[config.mk]
export PLATFORM = sky130hd
export DESIGN_NAME = wm8960_config_sequencer
export DESIGN_NICKNAME = d
export VERILOG_FILES = /design/src/rtl/wm8960_pkg.sv /design/src/rtl/wm8960_init_rom.sv /design/src/rtl/wm8960_config_sequencer.sv
export SDC_FILE = /design/constraint.sdc
export NUM_CORES = 1
export LEC_CHECK = 0
export ABC_AREA = 1
export CELL_PAD_IN_SITES_DETAIL_PLACEMENT = 0
export CELL_PAD_IN_SITES_GLOBAL_PLACEMENT = 1
export CORE_ASPECT_RATIO = 1.75
export CORE_MARGIN = 2
export CORE_UTILIZATION = 38
export DETAILED_ROUTE_END_ITERATION = 7
export GPL_TIMING_DRIVEN = 0
export PLACE_DENSITY = 0.83
export SLEW_MARGIN = 20
export SYNTH_ARGS = -nofsm -noshare
export SYNTH_HDL_FRONTEND = slang
export SYNTH_HIERARCHICAL = 1
export SYNTH_SLANG_ARGS = --single-unit
[constraint.sdc]
create_clock -name clk -period 4.2 [get_ports clk]
set_clock_uncertainty 0.2 [all_clocks]
set_input_delay 1.05 -clock clk [delete_from_list [all_inputs] [get_ports clk]]
set_output_delay 1.05 -clock clk [all_outputs]
set_load 0.005 [all_outputs]
[src/rtl/wm8960_pkg.sv]
// Shared types and constants for the WM8960 codec configuration sequencer.
package wm8960_pkg;

    localparam int unsigned C_REG_ADDR_WIDTH = 7;
    localparam int unsigned C_REG_DATA_WIDTH = 9;
    localparam logic [2:0]  C_ACK_ALL        = 3'b111;

    typedef enum logic [2:0] {
        S_POWERUP,
        S_INIT_LOAD,
        S_ISSUE,
        S_WAIT,
        S_USER_IDLE
    } state_t;

    typedef struct packed {
        logic [C_REG_ADDR_WIDTH-1:0] addr;
        logic [C_REG_DATA_WIDTH-1:0] data;
    } wm8960_cmd_t;

endpackage

[src/rtl/wm8960_init_rom.sv]
// Codec bring-up table: soft reset, power management, then I2S/DAC/output routing.
module wm8960_init_rom
    import wm8960_pkg::*;
(
    input  logic [5:0]  index,
    output wm8960_cmd_t cmd
);

    always_comb begin
        cmd = '{addr: 7'h00, data: 9'h000};
        case (index)
            6'd0:    cmd = '{addr: 7'h0F, data: 9'h000};
            6'd1:    cmd = '{addr: 7'h19, data: 9'h0C0};
            6'd2:    cmd = '{addr: 7'h1A, data: 9'h1F8};
            6'd3:    cmd = '{addr: 7'h2F, data: 9'h00C};
            6'd4:    cmd = '{addr: 7'h04, data: 9'h000};
            6'd5:    cmd = '{addr: 7'h07, data: 9'h002};
            6'd6:    cmd = '{addr: 7'h05, data: 9'h000};
            6'd7:    cmd = '{addr: 7'h22, data: 9'h100};
            6'd8:    cmd = '{addr: 7'h25, data: 9'h100};
            6'd9:    cmd = '{addr: 7'h02, data: 9'h179};
            6'd10:   cmd = '{addr: 7'h03, data: 9'h179};
            6'd11:   cmd = '{addr: 7'h0A, data: 9'h1FF};
            6'd12:   cmd = '{addr: 7'h0B, data: 9'h1FF};
            6'd13:   cmd = '{addr: 7'h28, data: 9'h179};
            6'd14:   cmd = '{addr: 7'h29, data: 9'h179};
            6'd15:   cmd = '{addr: 7'h31, data: 9'h0F7};
            default: cmd = '{addr: 7'h00, data: 9'h000};
        endcase
    end

endmodule

[src/rtl/wm8960_config_sequencer.sv]
// Power-up wait, init-table write-out and runtime register writes with NACK retry.
// Optional shadow readback register file: define WM8960_SHADOW_READBACK_EN.
module wm8960_config_sequencer
    import wm8960_pkg::*;
#(
    parameter logic [6:0]  G_DEVICE_ADDRESS = 7'h1A,
    parameter int unsigned G_NUM_INIT_WORDS = 16,
    parameter int unsigned G_POWERUP_DELAY  = 1000,
    parameter int unsigned G_MAX_RETRIES    = 3
) (
    input  logic       clk,
    input  logic       reset,
    output logic       i2c_enable,
    output logic [6:0] i2c_device_address,
    output logic       i2c_rd_wr,
    output logic [6:0] i2c_register_address,
    output logic [8:0] i2c_register_data,
    output logic       i2c_valid,
    input  logic       i2c_ready,
    input  logic [2:0] i2c_acks_received,
    input  logic       i2c_done_valid,
    output logic       i2c_done_ready,
    input  logic [6:0] usr_register_address,
    input  logic [8:0] usr_register_data,
    input  logic       usr_valid,
    output logic       usr_ready,
    output logic       usr_done,
    output logic       usr_nack,
    output logic       init_done,
    output logic       init_error,
`ifdef WM8960_SHADOW_READBACK_EN
    output logic [7:0] error_count,
    input  logic [6:0] shadow_rd_address,
    output logic [8:0] shadow_rd_data,
    output logic       shadow_rd_valid
`else
    output logic [7:0] error_count
`endif
);

    localparam int unsigned PWR_W = (G_POWERUP_DELAY > 1) ? $clog2(G_POWERUP_DELAY) : 1;

    state_t            state_q, state_d;
    logic [PWR_W-1:0]  pwr_cnt_q;
    logic [5:0]        init_index_q;
    logic [3:0]        retry_cnt_q;
    wm8960_cmd_t       cmd_q, rom_cmd;
    logic              enable_q, usr_done_q, usr_nack_q, init_done_q, init_error_q;
    logic [7:0]        error_count_q;
    logic              ack_ok, retry_ok, last_entry, pwr_done, done_evt;

    wm8960_init_rom u_init_rom (
        .index (init_index_q),
        .cmd   (rom_cmd)
    );

    assign done_evt   = (state_q == S_WAIT) && i2c_done_valid;
    assign ack_ok     = (i2c_acks_received == C_ACK_ALL);
    assign retry_ok   = (retry_cnt_q < 4'(G_MAX_RETRIES));
    assign last_entry = (init_index_q == 6'(G_NUM_INIT_WORDS - 1));
    assign pwr_done   = (pwr_cnt_q == PWR_W'(G_POWERUP_DELAY - 1));

    always_ff @(posedge clk) begin
        if (reset) state_q <= S_POWERUP;
        else       state_q <= state_d;
    end

    always_comb begin
        state_d = state_q;
        unique case (state_q)
            S_POWERUP:   if (pwr_done) state_d = S_INIT_LOAD;
            S_INIT_LOAD: state_d = S_ISSUE;
            S_ISSUE:     if (i2c_ready) state_d = S_WAIT;
            S_WAIT: begin
                if (i2c_done_valid) begin
                    if (!ack_ok && retry_ok)            state_d = S_ISSUE;
                    else if (init_done_q || last_entry) state_d = S_USER_IDLE;
                    else                                state_d = S_INIT_LOAD;
                end
            end
            S_USER_IDLE: if (usr_valid) state_d = S_ISSUE;
            default:     state_d = S_POWERUP;
        endcase
    end

    always_comb begin
        i2c_valid = (state_q == S_ISSUE);
        usr_ready = (state_q == S_USER_IDLE);
    end

    // Command latch, retry bookkeeping and sticky status.
    always_ff @(posedge clk) begin
        if (reset) begin
            enable_q      <= 1'b0;
            pwr_cnt_q     <= '0;
            init_index_q  <= '0;
            retry_cnt_q   <= '0;
            cmd_q         <= '{addr: 7'h00, data: 9'h000};
            usr_done_q    <= 1'b0;
            usr_nack_q    <= 1'b0;
            init_done_q   <= 1'b0;
            init_error_q  <= 1'b0;
            error_count_q <= '0;
        end else begin
            enable_q   <= 1'b1;
            usr_done_q <= 1'b0;
            usr_nack_q <= 1'b0;
            case (state_q)
                S_POWERUP: pwr_cnt_q <= pwr_cnt_q + PWR_W'(1);
                S_INIT_LOAD: begin
                    cmd_q       <= rom_cmd;
                    retry_cnt_q <= '0;
                end
                S_USER_IDLE: begin
                    if (usr_valid) begin
                        cmd_q       <= '{addr: usr_register_address, data: usr_register_data};
                        retry_cnt_q <= '0;
                    end
                end
                S_WAIT: begin
                    if (i2c_done_valid) begin
                        if (!ack_ok && retry_ok) begin
                            retry_cnt_q <= retry_cnt_q + 4'd1;
                        end else begin
                            if (!ack_ok && (error_count_q != 8'hFF)) begin
                                error_count_q <= error_count_q + 8'd1;
                            end
                            if (init_done_q) begin
                                usr_done_q <= 1'b1;
                                usr_nack_q <= !ack_ok;
                            end else begin
                                if (!ack_ok) init_error_q <= 1'b1;
                                if (last_entry) init_done_q  <= 1'b1;
                                else            init_index_q <= init_index_q + 6'd1;
                            end
                        end
                    end
                end
                default: ;
            endcase
        end
    end

    assign i2c_enable           = enable_q;
    assign i2c_done_ready       = enable_q;
    assign i2c_device_address   = G_DEVICE_ADDRESS;
    assign i2c_rd_wr            = 1'b0;
    assign i2c_register_address = cmd_q.addr;
    assign i2c_register_data    = cmd_q.data;
    assign usr_done             = usr_done_q;
    assign usr_nack             = usr_nack_q;
    assign init_done            = init_done_q;
    assign init_error           = init_error_q;
    assign error_count          = error_count_q;

`ifdef WM8960_SHADOW_READBACK_EN
    // The codec is write-only, so this mirror is the only way to read settings back.
    logic [8:0] shadow_q [128];
    logic [8:0] shadow_rd_data_q;
    logic       shadow_rd_valid_q;

    always_ff @(posedge clk) begin
        if (reset) begin
            for (int i = 0; i < 128; i++) shadow_q[i] <= '0;
            shadow_rd_data_q  <= '0;
            shadow_rd_valid_q <= 1'b0;
        end else begin
            if (done_evt && ack_ok) shadow_q[cmd_q.addr] <= cmd_q.data;
            shadow_rd_data_q  <= shadow_q[shadow_rd_address];
            shadow_rd_valid_q <= 1'b1;
        end
    end

    assign shadow_rd_data  = shadow_rd_data_q;
    assign shadow_rd_valid = shadow_rd_valid_q;
`endif

endmodule

# After elaboration in Yosys (flattened, before gate mapping)
# Memories as Yosys holds them, arrays and structs flattened. A register that Yosys moved wholly into a read port is not among the register bits.
# Index checks and enable logic that the tools add are counted.
# word_totals
inputBits	24
output_inout_bits	40
romBits	240
regBits	52
memories	1
# memory_table
name	depth	width	read_ports	rd_ports_with_merged_regs	wr	line_no	rtl
(name not given)	16	15	1	1	0	wm8960_init_rom.sv:11	case (index)
# classes
bitwise	6
magnitude_cmp	1
eq_ne	13
n_reduce_logical	17
mux	20
addsub	4
# op_table
cell	n
$mux W16	2
$pmux W16 S2	1
$mux W4	5
$mux W3	6
$pmux W3 S5	1
$pmux W4 S3	1
$reduce_and A4 Y1	3
$add A10 B1 Y10 const B	1
$eq A10 B10 Y1 const B	1
$reduce_and A5 Y1	2
$add A8 B1 Y8 const B	1
$ne A8 B8 Y1 const B	1
$add A6 B1 Y6 const B	1
$eq A3 B2 Y1 const B	2
$eq A3 B3 Y1 const B	2
$eq A6 B4 Y1 const B	1
$ne A2 B2 Y1 const B	3
$not A1 Y1	6
$reduce_or A5 Y1	1
$add A4 B1 Y4 const B	1
$lt A4 B2 Y1 const B	1
$mux W1	4
$ne A2 B1 Y1 const B	2
$reduce_or A4 Y1	1
other kinds (10)	11

# Longest topological paths before layout
# Gate-level depths: netlist of the first run.
# logic_depth
depth_word	7
mapped_depth	10

# Modules after synthesis
# The synthesis of the first run kept the hierarchy.
# by_module_without_submodules
module	seq_area_each_um2	area_per_inst_um2	n_inst	cells_each
wm8960_config_sequencer	1041.0	2571.2	1	362
wm8960_init_rom	0.0	456.7	1	75

# Least setup slack after synthesis of the first run
# No wires, ideal clock.
# synth_path
path_kind	register -> output
startpoint	register state_q[0]
endpoint	output usr_ready
arrival_time_ps	905
required_ps	2950
path_stages_with_launch	5
path_slack_ps	2045
cell_sequence	dfxtp_1 -> nor2_4 -> nand2_4 -> inv_2 -> buf_2
# synth_between
elab_chain_len	1
# synth_rtl
element	line_no	rtl
start: declaration	wm8960_config_sequencer.sv:43	state_t state_q, state_d;
start signal: assignment	wm8960_config_sequencer.sv:65	else state_q <= state_d;
$eq A3 B3 Y1	wm8960_config_sequencer.sv:88	usr_ready = (state_q == S_USER_IDLE);
end: declaration	wm8960_config_sequencer.sv:26	output logic usr_ready,
# No other way between the ends.

# Final worst setup path of the first run
# Same ends and word-level chain as after synthesis.

==> results.yml, run 1 <==
outcome:
  status: "finished clean"
worst_setup_path:
  critical_path_class: "flop to output port"
  crit_path_start_kind: "flop"
  cp_data_arrival_time_ns: 1.93
  required_ns: 2.95
  cp-end-kind: "output port"
  crit_fanout: 10
die:
  core-area_um2: 7855
  initial_utilization_pct: 38.55
  ioPinCount: 64
  dieWidth_um: 71.48
  row_count: 43
  die-area_um2: 8726
  die_h_um: 122.1
power_and_ir_drop:
  ir_worst_vdd_v: 0.0001711
  cellLeakagePower_nw: 1.655
  powerDensity_nw_per_um2: 254.7
clock_network:
  htree_levels: 2
  cts_tree: "done"
  cts_buffers: 5
  cts_setup_buffers: 0
  hold_buffers: 0
  cts.path.max_buffers: 2
  cts.sink_count: 52
  clockRootBuffer: "clkbuf_16"
  cts_resized: 0
  path_clk_slew_ns: 0.07
  worst_skew_pair.late_latency_ns: 0.29
routing:
  wl_met2_um: 4223
  first_pass_iters: 4
  drt-initial-drc-count: 132
  highest_layer: "met4"
  vias: 2929
  drc: 0
  wl_met3_um: 181
  avgRoutedWirePerCell_um: 12.78
  wl_met1_um: 2993
  drt-vias-per-instance: 4.923
  ant_nets: 0
  wirelength_um: 7605
finish:
  area_growth_pct: 27.69
  finalNetCount: 541
  drive_gt1_share_pct: 11.29
  antenna-diode-count: 0
  fill_cells: 801
  fin_area_um2: 3866
  final_cell_mix: "nand2_1, clkdlybuf4s50_1, dfxtp_1, inv_1, nor2_1"
  layout_commonest_cell: "nand2_1"
sta:
  fin_crit_sh_pct: 75.60
  fin_ws_ns: 1.025
  rsz0062_at_grt: "false"
  max_freq_mhz: 314.9
  finalCriticalPeriod_ns: 3.175
  slew_headroom_pct: 63.28
  setup_violations: 0
  hold_viol: 0
  fin_setup_tns_ns: 0
  maxSlewViolCount: 0
  worst_slew_pin_slew_ns: 0.5508
synth:
  ys_warn_count: 6
  synthXorXnorAreaFrac_pct: 2.603
  synthAdderAreaFrac_pct: 4.959
  syn_area_um2: 3028
  synthMuxAreaShare_pct: 0
  synth_top_family_by_area: "simple AND/OR/NAND/NOR gates"
  ys_seq_elements: 52
  synth_compound_area_share_pct: 15.21
  syn_inst: 437
  synthSimpleGateAreaFrac_pct: 31.24
  ys_types: 33
  syn_avg_cell_area_um2: 6.929
  seq_area_frac_synth_pct: 34.38
global_routing:
  grt_max_degree: 15
  grt_pass1_vias: 2941
  grt_use_total_pct: 18.23
  grt_pass1_wl_um: 12700
  grt_antenna_before_repair: 0
  grt.overflow.total: 0
run:
  drv_cap: 0
placement:
  place_congestion: 0.8451
  dpl_worst_slack_ns: 1.330
  placed_cell_area_um2: 3714
  io_buffers: 55
  dpl.hpwl_um: 5835
min_path:
  hp-class: "flop to flop"
==> Yosys cell counts, drive strengths merged <==
cell / instances / area (um2)
a21oi: 32 / 163.9
a31oi: 16 / 100.1
buf: 19 / 148.9
clkbuf: 4 / 15.01
clkinv: 1 / 3.750
conb: 3 / 11.26
dfxtp: 52 / 1041
ha: 12 / 150.1
inv: 46 / 172.7
nand2: 124 / 500.5
nand3: 23 / 125.1
nand3b: 2 / 15.01
nand4: 5 / 31.28
nor2: 44 / 210.2
nor3: 8 / 50.05
nor3b: 1 / 7.510
o21a: 2 / 15.01
o21ai: 31 / 166.4
o21bai: 2 / 15.01
or2: 1 / 6.260
xor2: 9 / 78.83
==> worst max-delay path: stages (launching register included) <==
cell             delay [ns]
dfxtp_1                0.37
nor2_4                 0.18
nand2_4                0.12
inv_2                  0.19
buf_2                  0.24
clkdlybuf4s50_1        0.53
==> layout make-up <==
| type | instances | area (um2) | share of cell area (%) |
|---|---|---|---|
| Multi-Input combinational cell | 321 | 1669 | 43.17 |
| Sequential cell | 52 | 1041 | 26.93 |
| Timing Repair Buffer | 55 | 550.5 | 14.24 |
| Inverter | 47 | 176.4 | 4.563 |
| Buffer | 23 | 163.9 | 4.239 |
| Clock buffer | 7 | 152.6 | 3.948 |
| Tap cell | 90 | 112.6 | 2.913 |
==> where the power goes <==
part / internal, W / switching [W] / leakage (nW)
Combinational: 0.0000319 / 0.0000222 / 1.16
Clock: 0.000251 / 0.000182 / 0.0760
Sequential: 0.000496 / 0.00000215 / 0.420
Total: 0.000778 / 0.000206 / 1.66
==> metal layers <==
layer | global-route usage, % | vias to the layer above
met5 | 0 | -
met4 | 8.255 | 0
met3 | 2.399 | 13
met2 | 35.53 | 41
met1 | 18.57 | 1347
li1 | - | 1528
==> path summary, 6_finish.rpt <==
path                            slack [ns]                   end  cells past startpoint       startpoint
worst max-delay path                  1.02             usr_ready                      5       state_q[0]
worst min-delay path                  0.25          pwr_cnt_q[7]                      2     pwr_cnt_q[7]
worst max register to register        2.12  i2c_register_data[7]                      7  init_index_q[0]
worst min register to register        0.25          pwr_cnt_q[7]                      2     pwr_cnt_q[7]
==> cells by family (layout without fill, tap and decap cells) <==
logic type	after synthesis	in the layout
XOR/XNOR	9	9
buffers and inverters	70	132
adder cells (fa/ha/maj)	12	12
AND/OR/NAND/NOR	208	208
flip-flops	52	52
other	3	9
AO/OA/AOI/OAI	83	83
==> per-stage QoR <==
step / hold slack, ns / total power [W] / utilization (%) / std cells
global route: 0.2728 / 0.001018 / 49.22 / 595
floorplan: 0.2177 / 0.0005321 / - / 443
global placement: 0.2266 / 0.0005635 / 47.28 / 588
CTS: 0.2481 / 0.0009930 / 49.22 / 595
finish: 0.2515 / 0.0009845 / 49.22 / 595
detailed placement: 0.2377 / 0.0005639 / 47.28 / 588
==> sequential cells by signal, indices dropped and copies added, names as in the netlist <==
| name | cells |
|---|---|
| init_index_q | 6 |
| usr_nack | 1 |
| i2c_done_ready | 1 |
| state_q | 3 |
| init_done | 1 |
| i2c_register_address | 7 |
| i2c_register_data | 9 |
| retry_cnt_q | 4 |
| pwr_cnt_q | 10 |
| usr_done | 1 |
| init_error | 1 |
| error_count | 8 |
Power figures use the tool's default switching activity.
==> inputs of run 2 (changes only) <==
--- a/config.mk
+++ b/config.mk
@@ -10,10 +10,10 @@
 export CELL_PAD_IN_SITES_GLOBAL_PLACEMENT = 1
 export CORE_ASPECT_RATIO = 1.75
 export CORE_MARGIN = 2
-export CORE_UTILIZATION = 38
+export CORE_UTILIZATION = 36
 export DETAILED_ROUTE_END_ITERATION = 7
 export GPL_TIMING_DRIVEN = 0
-export PLACE_DENSITY = 0.83
+export PLACE_DENSITY = 0.79
 export SLEW_MARGIN = 20
 export SYNTH_ARGS = -nofsm -noshare
 export SYNTH_HDL_FRONTEND = slang
==> constraint.sdc (replaced) <==
create_clock -name clk -period 3.1 [get_ports clk]
set_clock_uncertainty 0.2 [all_clocks]
set_input_delay 0.775 -clock clk [delete_from_list [all_inputs] [get_ports clk]]
set_output_delay 0.775 -clock clk [all_outputs]
set_load 0.005 [all_outputs]
==> run 2 against run 1 <==
Net effect:
- highest routed layer unchanged
- flip-flop and latch count is the same
- setup slack lost 0.82 ns
- largest cell class unchanged
- clock-buffer cell count shrank 1
- routed wire length shrank 1.7%
- die area grew 5.3%
==> results.yml, run 2 (synthesized netlist as in run 1, its figures left out) <==
routing:
  vias: 2883
  drt-initial-drc-count: 121
  ant_nets: 0
  drc: 0
  first_pass_iters: 4
  avgRoutedWirePerCell_um: 12.50
  wirelength_um: 7474
  drt-vias-per-instance: 4.821
worst_setup_path:
  crit_buf_inv: 3
  path_cells: "nor2_4 -> nand2_4 -> inv_2 -> buf_2 -> clkdlybuf4s50_1"
  crit_fanout: 10
  critical_path_class: "flop to output port"
  crit_family: "buffers and inverters"
  slowest_stage: "clkdlybuf4s50_1"
  cp-end-kind: "output port"
  required_ns: 2.12
  crit_path_start_kind: "flop"
  cpPeakStageDelay_ns: 0.53
  cp_data_arrival_time_ns: 1.92
die:
  ioPinCount: 64
  core-area_um2: 8258
  die_h_um: 125.3
  dieWidth_um: 73.33
  initial_utilization_pct: 36.67
  die-area_um2: 9189
  row_count: 44
sta:
  hold_ws_ns: 0.2443
  slew_headroom_pct: 63.70
  maxSlewViolCount: 0
  setup_violations: 0
  finalCriticalPeriod_ns: 2.894
  rsz0062_at_grt: "false"
  worst_slew_pin_slew_ns: 0.5444
  max_freq_mhz: 345.5
  fin_setup_tns_ns: 0
  fin_crit_sh_pct: 93.37
  hold_viol: 0
finish:
  largest_reg_flops: 10
  top_register: "pwr_cnt_q"
  antenna-diode-count: 0
  finalNetCount: 541
  area_growth_pct: 28.14
  drive_gt1_share_pct: 11.26
  layout_commonest_cell: "nand2_1"
  final_cell_mix: "nand2_1, clkdlybuf4s50_1, dfxtp_1, inv_1, nor2_1"
  fin_area_um2: 3880
  stdcell_count: 598
clock_network:
  cts.sink_count: 52
  cts_setup_buffers: 0
  path_clk_slew_ns: 0.07
  clockRootBuffer: "clkbuf_16"
  cts_resized: 0
  worst_skew_pair.late_latency_ns: 0.29
  cts_tree: "done"
  htree_levels: 2
  hold_buffers: 0
  cts_buffers: 5
  cts.path.max_buffers: 2
global_routing:
  grt_pass1_vias: 2712
  grt_antenna_before_repair: 0
  grt_use_total_pct: 17.21
  grt.overflow.total: 0
  grt_pass1_wl_um: 12600
  grt_max_degree: 16
power_and_ir_drop:
  seq_power_share_pct: 49.1
  power_switching_w: 0.0002804
  total_power_w: 0.001376
  powerDensity_nw_per_um2: 354.5
  ir_worst_vdd_v: 0.0001978
  cellLeakagePower_nw: 1.660
  swShare_pct: 20.38
  power_frac_comb_pct: 5.4
  cellInternalPower_w: 0.001095
  power.share.clock_pct: 45.6
placement:
  io_buffers: 55
  dpl.hpwl_um: 5802
  placed_cell_area_um2: 3716
  place_congestion: 0.8001
  placed_cells_incl_taps: 590
run:
  drv_cap: 0
outcome:
  status: "finished clean"
min_path:
  hp-class: "flop to flop"
==> run 2: cell types whose count changed in the layout (fill, tap and decap cells not counted) <==
cell       previous run  this run
clkbuf_1              4         5
clkinv_2              0         1
bufinv_16             0         1
clkbuf_8              2         0
==> run 2: path summary, 6_finish.rpt <==
kind	startpoint	cells past startpoint	endpoint	slack (ns)
setup reg to reg	init_index_q[0]	7	i2c_register_data[7]	1.06
hold / removal	retry_cnt_q[2]	2	retry_cnt_q[2]	0.24
setup / recovery	state_q[0]	5	usr_ready	0.21
hold reg to reg	retry_cnt_q[2]	2	retry_cnt_q[2]	0.24
==> run 2: layout make-up <==
type                    instances  area (um2)
well taps                      92       115.1
plain buffers                  23       163.9
inverters                      47       176.4
repair buffers                 55       550.5
clock buffers                   6       128.9
fillers                       870        4378
flip-flops and latches         52        1041
clock inverters                 2       35.03
multi-input cells             321        1669
==> run 2: tightest hold or removal path: cells and delay by family, from the launching register on <==
family / cells / cell delay [ns]
flip-flops: 1 / 0.31
AND/OR/NAND/NOR: 2 / 0.09
==> run 2: stage by stage <==
step                      util [%]  setup slack, ns
after floorplan                  -            1.220
final                        46.98           0.2055
after global placement       45.00           0.5307
after global routing         46.98          0.09525
after detailed placement     45.00           0.5175
after CTS                    46.98           0.1944
==> run 2: per-layer routing <==
layer	up-vias	routed length (um)	GRT usage [%]
li1	1527	-	-
met5	-	0	0
met3	7	210	2.659
met4	0	145	5.882
met2	42	4092	32.01
met1	1307	3026	19.05
==> run 2: power groups by stage <==
stage / clock network, W / logic, W / registers, W
global placement: 0 / 0.0000741 / 0.000690
floorplan: 0 / 0.0000313 / 0.000690
CTS: 0.000642 / 0.0000750 / 0.000674
finish: 0.000627 / 0.0000741 / 0.000675
global route: 0.000671 / 0.0000814 / 0.000675
detailed placement: 0 / 0.0000745 / 0.000690
==> inputs of run 3 (changes only) <==
--- a/config.mk
+++ b/config.mk
@@ -14,6 +14,8 @@
 export DETAILED_ROUTE_END_ITERATION = 7
 export GPL_TIMING_DRIVEN = 0
 export PLACE_DENSITY = 0.79
+export RECOVER_POWER = 25
+export SETUP_SLACK_MARGIN = 0.5
 export SLEW_MARGIN = 20
 export SYNTH_ARGS = -nofsm -noshare
 export SYNTH_HDL_FRONTEND = slang
==> run 3 against run 2 <==
Net effect:
- highest routed layer unchanged
- clock power about the same
- largest power group unchanged
- critical endpoint is now i2c_valid
- sequential power about the same
- cell count rose by 0.33%
- global-route usage rose by 0.13 points
- fmax is 17% higher
- core utilization is 0.42 points higher
- total power fell by 0.44%
- register-to-register slack about the same
- combinational power is 2% lower
==> results.yml, run 3 (synthesized netlist as in run 1, its figures left out) <==
outcome:
  status: "finished clean"
global_routing:
  grt_use_total_pct: 17.34
  met1_usage_pct: 19.25
  grt_pass1_wl_um: 12670
  grt.overflow.total: 0
  grt_antenna_before_repair: 0
  grt_busiest_layer: "met2"
  grt_pass1_vias: 2719
  grt_max_degree: 16
  grt_util_met2_pct: 32.22
  use_met3_pct: 2.659
die:
  dieWidth_um: 73.33
  die_h_um: 125.3
  ioPinCount: 64
  die-area_um2: 9189
  initial_utilization_pct: 36.67
  row_count: 44
  core-area_um2: 8258
sta:
  fin_ws_ns: 0.6248
  max_freq_mhz: 404.0
  fin_crit_sh_pct: 79.85
  finalCriticalPeriod_ns: 2.475
  rsz0062_at_grt: "false"
  maxSlewViolCount: 0
  setup_violations: 0
  slew_headroom_pct: 63.11
  worst_slew_pin_slew_ns: 0.5533
  fin_setup_tns_ns: 0
  hold_viol: 0
worst_setup_path:
  regToRegSetupSlack_ns: 1.05
  reg2reg_to: "i2c_register_data[7]"
  r2r_start: "init_index_q[0]"
  critical_path_class: "flop to output port"
  required_ns: 2.12
  path_cells: "nor2_1 -> nand2_1 -> inv_1 -> clkdlybuf4s50_1"
  slowest_stage: "clkdlybuf4s50_1"
  cpPeakStageDelay_ns: 0.51
  cp-end-kind: "output port"
  cp_data_arrival_time_ns: 1.50
  ff2ff_path_depth: 7
  crit_buf_inv: 2
  crit_path_end: "i2c_valid"
  crit_path_start_kind: "flop"
  worstSetupStartpoint: "state_q[2]"
  crit_fanout: 6
  crit_family: "buffers and inverters"
  crit_cells: 4
power_and_ir_drop:
  powerDensity_nw_per_um2: 349.8
  total_power_w: 0.001369
  cellLeakagePower_nw: 1.706
  ir_worst_vdd_v: 0.0001954
finish:
  antenna-diode-count: 0
  final_util_pct: 47.41
  final_cell_mix: "nand2_1, dfxtp_1, clkdlybuf4s50_1, inv_1, nor2_1"
  layout_commonest_cell: "nand2_1"
  finalNetCount: 543
  drive_gt1_share_pct: 11.61
  largest_reg_flops: 10
  stdcell_count: 600
  ff_latch_area_um2: 1050
  multi_input_comb_area_um2: 1664
  top_register: "pwr_cnt_q"
  fill_cells: 864
  area_growth_pct: 29.30
placement:
  io_buffers: 55
  placed_cells_incl_taps: 590
  dpl_worst_slack_ns: 0.5175
  dpl.hpwl_um: 5802
  place_congestion: 0.8001
run:
  drv_cap: 0
routing:
  wirelength_um: 7516
  drc: 0
  ant_nets: 0
  avgRoutedWirePerCell_um: 12.53
  first_pass_iters: 4
  vias: 2910
  drt-vias-per-instance: 4.850
  drt-initial-drc-count: 110
clock_network:
  cts.sink_count: 52
  cts_buffers: 5
  cts.path.max_buffers: 2
  htree_levels: 2
  clockRootBuffer: "clkbuf_16"
  cts_tree: "done"
  worst_skew_pair.late_latency_ns: 0.29
  path_clk_slew_ns: 0.07
min_path:
  hold_depth: 2
  hp-class: "flop to flop"
[run 3: layout make-up]
type                    count  share of cell area, %
plain buffers              23                  4.346
clock buffers               6                  3.292
clock inverters             2                 0.8949
inverters                  47                  4.698
multi-input cells         321                  42.51
flip-flops and latches     52                  26.81
well taps                  92                  2.940
repair buffers             57                  14.51
[run 3: how the worst min path moves through the flow]
stage,to,start,slack (ns)
floorplan,retry_cnt_q[2],retry_cnt_q[2],0.22
global placement,retry_cnt_q[3],retry_cnt_q[3],0.23
detailed placement,retry_cnt_q[2],retry_cnt_q[2],0.23
CTS,retry_cnt_q[2],retry_cnt_q[2],0.24
global route,retry_cnt_q[3],retry_cnt_q[3],0.28
finish,retry_cnt_q[2],retry_cnt_q[2],0.25
[run 3: metal layers]
layer,part of all wire [%],wire length [um]
met1,40,3043
met2,55,4120
met3,2.8,214
met4,1.8,139
met5,0,0
[run 3: worst min-delay path, stage by stage, from the launching register on]
cell     delay, ns
dfxtp_1       0.31
nand2_1       0.06
nor2_1        0.03
[run 3: metrics by stage]
stage                     cell area [um2]  hold slack [ns]
after global routing                 3915           0.2800
after detailed placement             3716           0.2320
after floorplan                      3050           0.2177
final                                3915           0.2451
after CTS                            3910           0.2420
after global placement               3716           0.2275
[run 3: timing repair]
| item | CTS | global route |
|---|---|---|
| gates resized for setup | 7 | 5 |
| hold buffers | 0 | 0 |
| setup endpoints to repair | 1 | 1 |
| setup buffers | 2 | 0 |
| pin swaps | 1 | 1 |
[run 3: power by group]
group          leakage [nW]  switching [W]  internal, W
Combinational          1.20      0.0000308    0.0000421
Clock                0.0808       0.000243     0.000380
Sequential            0.422     0.00000299     0.000670
